<file path="src/rtl/inv_bist.sv">
// Built-in self test for a 3-input, 1-output logic cell: sweeps all 8 input vectors and checks Y1 against a truth table.
// Define INV_BIST_GRAY_EN to sweep the vectors in Gray-code order instead of binary order.
module inv_bist #(
  parameter int          DUT_LAT = 1,
  parameter logic [7:0]  EXP_TT  = 8'h7F,
  parameter int          PASSES  = 1
) (
  input  logic       clk,
  input  logic       rst,
  input  logic       start,
  output logic       X1,
  output logic       X2,
  output logic       X3,
  input  logic       Y1,
  output logic       busy,
  output logic       done,
  output logic       pass,
  output logic [3:0] err_cnt,
  output logic [2:0] first_fail_vec
);

  typedef enum logic [1:0] {IDLE, DRIVE, DRAIN, DONE} state_t;

  localparam logic [6:0] LAST     = 7'(8 * PASSES - 1);
  localparam logic [2:0] DRN_LAST = 3'(DUT_LAT - 1);

  state_t     state, state_nxt;
  logic [6:0] cnt, cnt_nxt;
  logic [2:0] drn;
  logic       run_start, drive_last;

  logic       vld_p0, exp_p0;
  logic [2:0] vec_p0;
  logic       vld_pt, exp_pt;
  logic [2:0] vec_pt;
  logic       mismatch;

  function automatic logic [2:0] vec_of(input logic [2:0] idx);
`ifdef INV_BIST_GRAY_EN
    return idx ^ (idx >> 1);
`else
    return idx;
`endif
  endfunction

  function automatic logic [3:0] sat_inc(input logic [3:0] v);
    return (v == 4'hF) ? v : v + 4'd1;
  endfunction

  always_ff @(posedge clk) begin
    if (rst) state <= IDLE;
    else     state <= state_nxt;
  end

  always_comb begin
    state_nxt  = state;
    run_start  = 1'b0;
    drive_last = 1'b0;
    case (state)
      IDLE, DONE: begin
        if (start) begin
          run_start = 1'b1;
          state_nxt = DRIVE;
        end
      end
      DRIVE: begin
        if (cnt == LAST) begin
          drive_last = 1'b1;
          state_nxt  = (DUT_LAT == 0) ? DONE : DRAIN;
        end
      end
      DRAIN: begin
        if (drn == DRN_LAST) state_nxt = DONE;
      end
      default: state_nxt = IDLE;
    endcase
  end

  // Stage 0: the vector currently on X1..X3 and its expected response
  assign cnt_nxt = cnt + 7'd1;
  assign vld_p0  = (state == DRIVE);
  assign vec_p0  = {X1, X2, X3};
  assign exp_p0  = EXP_TT[vec_p0];

  // Stages 1..DUT_LAT: compare slots delayed to line up with the DUT response
  generate
    if (DUT_LAT == 0) begin : g_nolat
      assign vld_pt = vld_p0;
      assign vec_pt = vec_p0;
      assign exp_pt = exp_p0;
    end else begin : g_lat
      logic [DUT_LAT-1:0] vld_p1;
      logic [DUT_LAT-1:0] exp_p1;
      logic [2:0]         vec_p1 [DUT_LAT];

      always_ff @(posedge clk) begin
        if (rst || run_start) begin
          vld_p1 <= '0;
        end else begin
          vld_p1[0] <= vld_p0;
          for (int i = 1; i < DUT_LAT; i++) vld_p1[i] <= vld_p1[i-1];
        end
      end

      always_ff @(posedge clk) begin
        exp_p1[0] <= exp_p0;
        vec_p1[0] <= vec_p0;
        for (int i = 1; i < DUT_LAT; i++) begin
          exp_p1[i] <= exp_p1[i-1];
          vec_p1[i] <= vec_p1[i-1];
        end
      end

      assign vld_pt = vld_p1[DUT_LAT-1];
      assign vec_pt = vec_p1[DUT_LAT-1];
      assign exp_pt = exp_p1[DUT_LAT-1];
    end
  endgenerate

  // Pipeline tail: compare against Y1 only when a valid slot has arrived
  assign mismatch = vld_pt && (Y1 != exp_pt);

  always_ff @(posedge clk) begin
    if (rst) begin
      {X1, X2, X3}   <= 3'd0;
      cnt            <= '0;
      drn            <= '0;
      err_cnt        <= '0;
      first_fail_vec <= '0;
    end else if (run_start) begin
      {X1, X2, X3}   <= vec_of(3'd0);
      cnt            <= '0;
      drn            <= '0;
      err_cnt        <= '0;
      first_fail_vec <= '0;
    end else begin
      if (state == DRIVE) begin
        if (drive_last) begin
          {X1, X2, X3} <= 3'd0;
        end else begin
          cnt          <= cnt_nxt;
          {X1, X2, X3} <= vec_of(cnt_nxt[2:0]);
        end
      end
      if (state == DRAIN) drn <= drn + 3'd1;
      if (mismatch) begin
        err_cnt <= sat_inc(err_cnt);
        // err_cnt never returns to zero within a run, so zero marks the first miss
        if (err_cnt == 4'd0) first_fail_vec <= vec_pt;
      end
    end
  end

  assign busy = (state == DRIVE) || (state == DRAIN);
  assign done = (state == DONE);
  assign pass = done && (err_cnt == 4'd0);

endmodule

</file>
<file path="config.mk">
export PLATFORM = sky130hd
export DESIGN_NAME = inv_bist
export DESIGN_NICKNAME = d
export VERILOG_FILES = /design/src/rtl/inv_bist.sv
export SDC_FILE = /design/constraint.sdc
export NUM_CORES = 1
export LEC_CHECK = 0
export ABC_AREA = 1
export BUFFER_PORTS_ARGS = -buffer_cell sky130_fd_sc_hd__buf_4
export CORE_MARGIN = 1.5
export CORE_UTILIZATION = 30
export CTS_BUF_LIST = sky130_fd_sc_hd__clkbuf_8
export DETAILED_ROUTE_END_ITERATION = 7
export PLACE_DENSITY = 0.47
export SLEW_MARGIN = 40
export SYNTH_ARGS = -nofsm -noshare
export SYNTH_HDL_FRONTEND = slang
export SYNTH_SLANG_ARGS = --single-unit
</file>
<file path="constraint.sdc">
create_clock -name clk -period 1.74 [get_ports clk]
set_clock_uncertainty 0.1 [all_clocks]
set_input_delay 0.087 -clock clk [delete_from_list [all_inputs] [get_ports clk]]
set_output_delay 0.087 -clock clk [all_outputs]
set_load 0.05 [all_outputs]
</file>
==> results by stage <==
Setup path:
- The number of stages on the worst setup path is 4.
- In this run the critical register-to-register path is launched from state[0].
- The combined buffer and inverter count along the critical path is 3.
- The maximum fanout count along the critical path is 5.
- STA puts the critical path data required time at 1.55 ns.
- The critical path in this run is classified as register to output port.
- Walking the worst path, the cells encountered are inv_1 -> ha_1 -> clkinvlp_4 -> buf_4.
- The arrival time of the worst setup path is 1.46 ns.
- The worst register-to-register path has a depth of 8.
- The cell with the largest stage delay on the worst path is sky130_fd_sc_hd__dfxtp_1.
- The nature of the critical path endpoint is an output port.
- The kind of cell with the highest combined delay along the critical path is flip-flops.
- The largest single stage delay on the critical path is 0.41 ns.
- The launching instance or port of the critical path is state[0].
- The category of the worst setup path launch point is a register.

Synth:
- The register area share after synthesis is 44.2%.
- The count of synthesis-stage warnings from yosys is 0.
- Sorting the synthesized cells by area gives the leading types as sky130_fd_sc_hd__dfxtp_1 (44%), sky130_fd_sc_hd__nand2_1 (11%), sky130_fd_sc_hd__ha_1 (9.2%), sky130_fd_sc_hd__a21oi_1 (7.0%), sky130_fd_sc_hd__nor2_1 (6.8%).
- Counting flops and latches in the post-synthesis netlist gives 27.
- The number of distinct library cells after synthesis is 19.
- The mean instance size in the synthesized netlist is 7.59 sq um.
- When the netlist entered floorplanning its net count stood at 174.
- The area share of the leading cell type in the synthesized netlist is 44.2%.
- The cell count after synthesis is 161.
- sky130_fd_sc_hd__dfxtp_1 takes more of the synthesized area than any other cell.
- The cell area that synthesis handed to floorplanning was 0.00122 sq mm.

Status:
- The flow ran to the end, and the final reports show no timing, DRC or antenna violations.

Finish:
- The number of standard cells in the layout, taps in and fillers out is 234.
- The diode insertion count for antenna repair is 0.
- After the last flow step, the layout net total stands at 198.
- The finished cells cover 0.00149 sq mm.
- The layout has 434 filler cells.
- Summing all flip-flop and latch instances after layout gives 541 sq um.
- The library cells used most frequently in the layout, excluding fill and tap cells, are sky130_fd_sc_hd__nand2_1 (35), sky130_fd_sc_hd__dfxtp_1 (27), sky130_fd_sc_hd__nor2_1 (21), sky130_fd_sc_hd__inv_1 (20), sky130_fd_sc_hd__buf_4 (19).
- The post-route netlist has 18.5% of its cells at a drive strength greater than 1.
- The area taken by multi-input logic gates is 588 sq um.
- The layout overhead on the synthesized area is 21.7%.
- Leaving out fill and tap cells, the most frequent cell in the layout is sky130_fd_sc_hd__nand2_1.

GRT:
- After global routing the overflow that remains totals 0.
- The first global-routing pass estimated 4.11 mm of wire.
- The maximum number of pins on one net before global-route repair is 17.
- The total track usage is 12.1%.
- The initial antenna violation count is 0.
- The via count of the first global-routing pass came to 990.

CTS:
- The clock net sink count is 27.
- The buffer cell driving the clock tree root is sky130_fd_sc_hd__clkbuf_8.
- At the later pin of the worst-skew pair, clock insertion delay measures 0.27 ns.
- The clock buffer count from CTS is 3.
- The clock transition at the register clock pins on the worst setup and hold paths after CTS is 0.09 ns.
- In this run the number of H-tree levels came out at 1.
- The largest buffer count on any clock path is 2.
- The count of cells resized by post-cts repair is 0.
- The clock tree from TritonCTS is built.

Die:
- The die covers 0.00447 sq mm.
- The floorplan die height is 66.8 microns.
- Pin placement for this block handled 17 I/O pins.
- The region available for standard cell placement spans 0.00397 sq mm.
- For this configuration, the core starts out at a cell density of 30.8%.
- The die width is 66.8 microns.
- The initialized floorplan defines 23 standard-cell rows.

Power:
- The maximum resistive drop on vdd is 0.662 mV.
- Summed over all cells, the static leakage comes to 0.000623 uW.
- Power spread over the standard cell area amounts to 1210 mW/mm^2.

STA:
- The worst slew margin relative to its limit is 82.6%.
- The worst-case hold slack is 0.143 ns.
- Setup violations remaining at the end of the flow were counted as 0.
- The smallest clock period supported by the final layout is computed as 1.64 ns.
- The hold violation count in the final report is 0.
- The worst setup slack after layout is 0.0978 ns.
- The total negative slack is 0 ns.
- The final number of max-transition violations is 0.
- At the pin with the least slew margin, the transition time is 0.259 ns.
- The part of the cycle the worst path needs is 94.4%.
- The highest attainable clock frequency is 609 MHz.
- Setup repair after global routing left no endpoint under its margin.

Min path:
- The worst hold path passes through 5 cells.
- The startpoint identified for the worst hold timing path is start.
- The min-delay analysis places its worst path in the category primary input to register.

Placed design:
- After detailed placement, the design holds a cell count of 226.
- Once detailed placement completed, the half-perimeter wirelength came to 1.86 mm.
- Once placement finished, the instance area stood at 0.00141 sq mm.
- The worst slack at placement is 0.0938 ns.
- The count of buffers added on input and output ports is 16.
- At the end of routability-driven placement, the weighted congestion stood at 0.738.

Job:
- Across the run, the number of max-cap violations was 0.

Detailed routing:
- The first TritonRoute pass finished after 4 iterations.
- The total vias in the final route is 1070.
- The post-detailed-route DRC marker count is 0.
- The routed wire length is 2.44 mm.
- The count of antenna-violating nets left after detailed routing is 0.
- The average vias per placed instance is 4.57.
- In the final routed layout, each cell accounts on average for 10.4 microns.
- The number of DRC violations after detailed-routing iteration 0 is 29.
[synthesized netlist by cell type]
master,instances
sky130_fd_sc_hd__a21oi_1,17
sky130_fd_sc_hd__a21oi_2,1
sky130_fd_sc_hd__a21oi_4,1
sky130_fd_sc_hd__buf_2,1
sky130_fd_sc_hd__clkinv_2,1
sky130_fd_sc_hd__dfxtp_1,27
sky130_fd_sc_hd__ha_1,9
sky130_fd_sc_hd__inv_1,21
sky130_fd_sc_hd__inv_2,2
sky130_fd_sc_hd__nand2_1,35
sky130_fd_sc_hd__nand2_2,1
sky130_fd_sc_hd__nand2_4,1
sky130_fd_sc_hd__nand3_1,8
sky130_fd_sc_hd__nand3_2,1
sky130_fd_sc_hd__nand4_1,1
sky130_fd_sc_hd__nor2_1,22
sky130_fd_sc_hd__nor3b_2,1
sky130_fd_sc_hd__o21ai_0,9
sky130_fd_sc_hd__xor2_1,2
[cells by family (layout without fill, tap and decap cells)]
family          after synthesis  count (layout)  share of synthesized area (%)
buf+inv                      25              48                           7.88
flops                        27              27                           44.2
compound gates               28              28                           12.7
fa+ha+maj                     9               9                           9.21
simple gates                 70              70                           24.6
xor+xnor                      2               2                           1.43
[flip-flops by register name, summed over array words and instances, names as in the netlist, 2 cells and up]
register	flops
err_cnt	4
first_fail_vec	3
drn	3
g_lat.vec_p1	3
cnt	7
state	2
[layer usage]
layer | share of wire [%] | global-route usage [%] | routed length, microns
met3 | 4.0 | 2.03 | 98
met5 | 0 | 0 | 0
met4 | 1.4 | 4.59 | 34
met1 | 46 | 13.6 | 1120
met2 | 49 | 22.5 | 1190
[worst reg2reg max path: stages, from the launching register on]
cell	delay, ns
sky130_fd_sc_hd__dfxtp_1	0.41
sky130_fd_sc_hd__inv_1	0.06
sky130_fd_sc_hd__ha_1	0.36
sky130_fd_sc_hd__clkinvlp_4	0.11
sky130_fd_sc_hd__nor2_1	0.04
sky130_fd_sc_hd__a21oi_1	0.19
sky130_fd_sc_hd__nand2_1	0.11
sky130_fd_sc_hd__nand2_1	0.07
sky130_fd_sc_hd__a21oi_1	0.05
[final timing paths]
path	slack (ns)	end
max	0.1	busy
min	0.14	drn[2]
min reg2reg	0.29	g_lat.vec_p1[0][2]
max reg2reg	0.13	state[0]
[repair_timing]
item | in CTS | in global routing
buffers inserted | 0 | 3
endpoints found under the hold margin | 2 | 0
endpoints found under the setup margin | 0 | 13
hold buffers | 1 | 0
[power breakdown]
part | switching, uW | internal (uW) | total [uW]
logic | 463 | 222 | 686
registers | 59.4 | 684 | 743
clock network | 205 | 163 | 368
[through the flow]
| step | power, uW | util (%) |
|---|---|---|
| 2_1_floorplan | 1250 | - |
| 3_3_place_gp | 1410 | 35.4 |
| 3_5_place_dp | 1420 | 35.4 |
| 4_1_cts | 1790 | 36.9 |
| 5_1_grt | 1910 | 37.5 |
| 6_report | 1800 | 37.5 |
[layout make-up]
| type | count | share of cell area, % |
|---|---|---|
| multi-input combinational | 109 | 39.5 |
| clock buffer | 3 | 2.78 |
| inverter | 24 | 6.39 |
| clock inverter | 1 | 0.505 |
| timing repair buffer | 20 | 10.3 |
| sequential | 27 | 36.3 |
| tap | 50 | 4.21 |
Note: power is estimated with default switching activity, not from simulation.
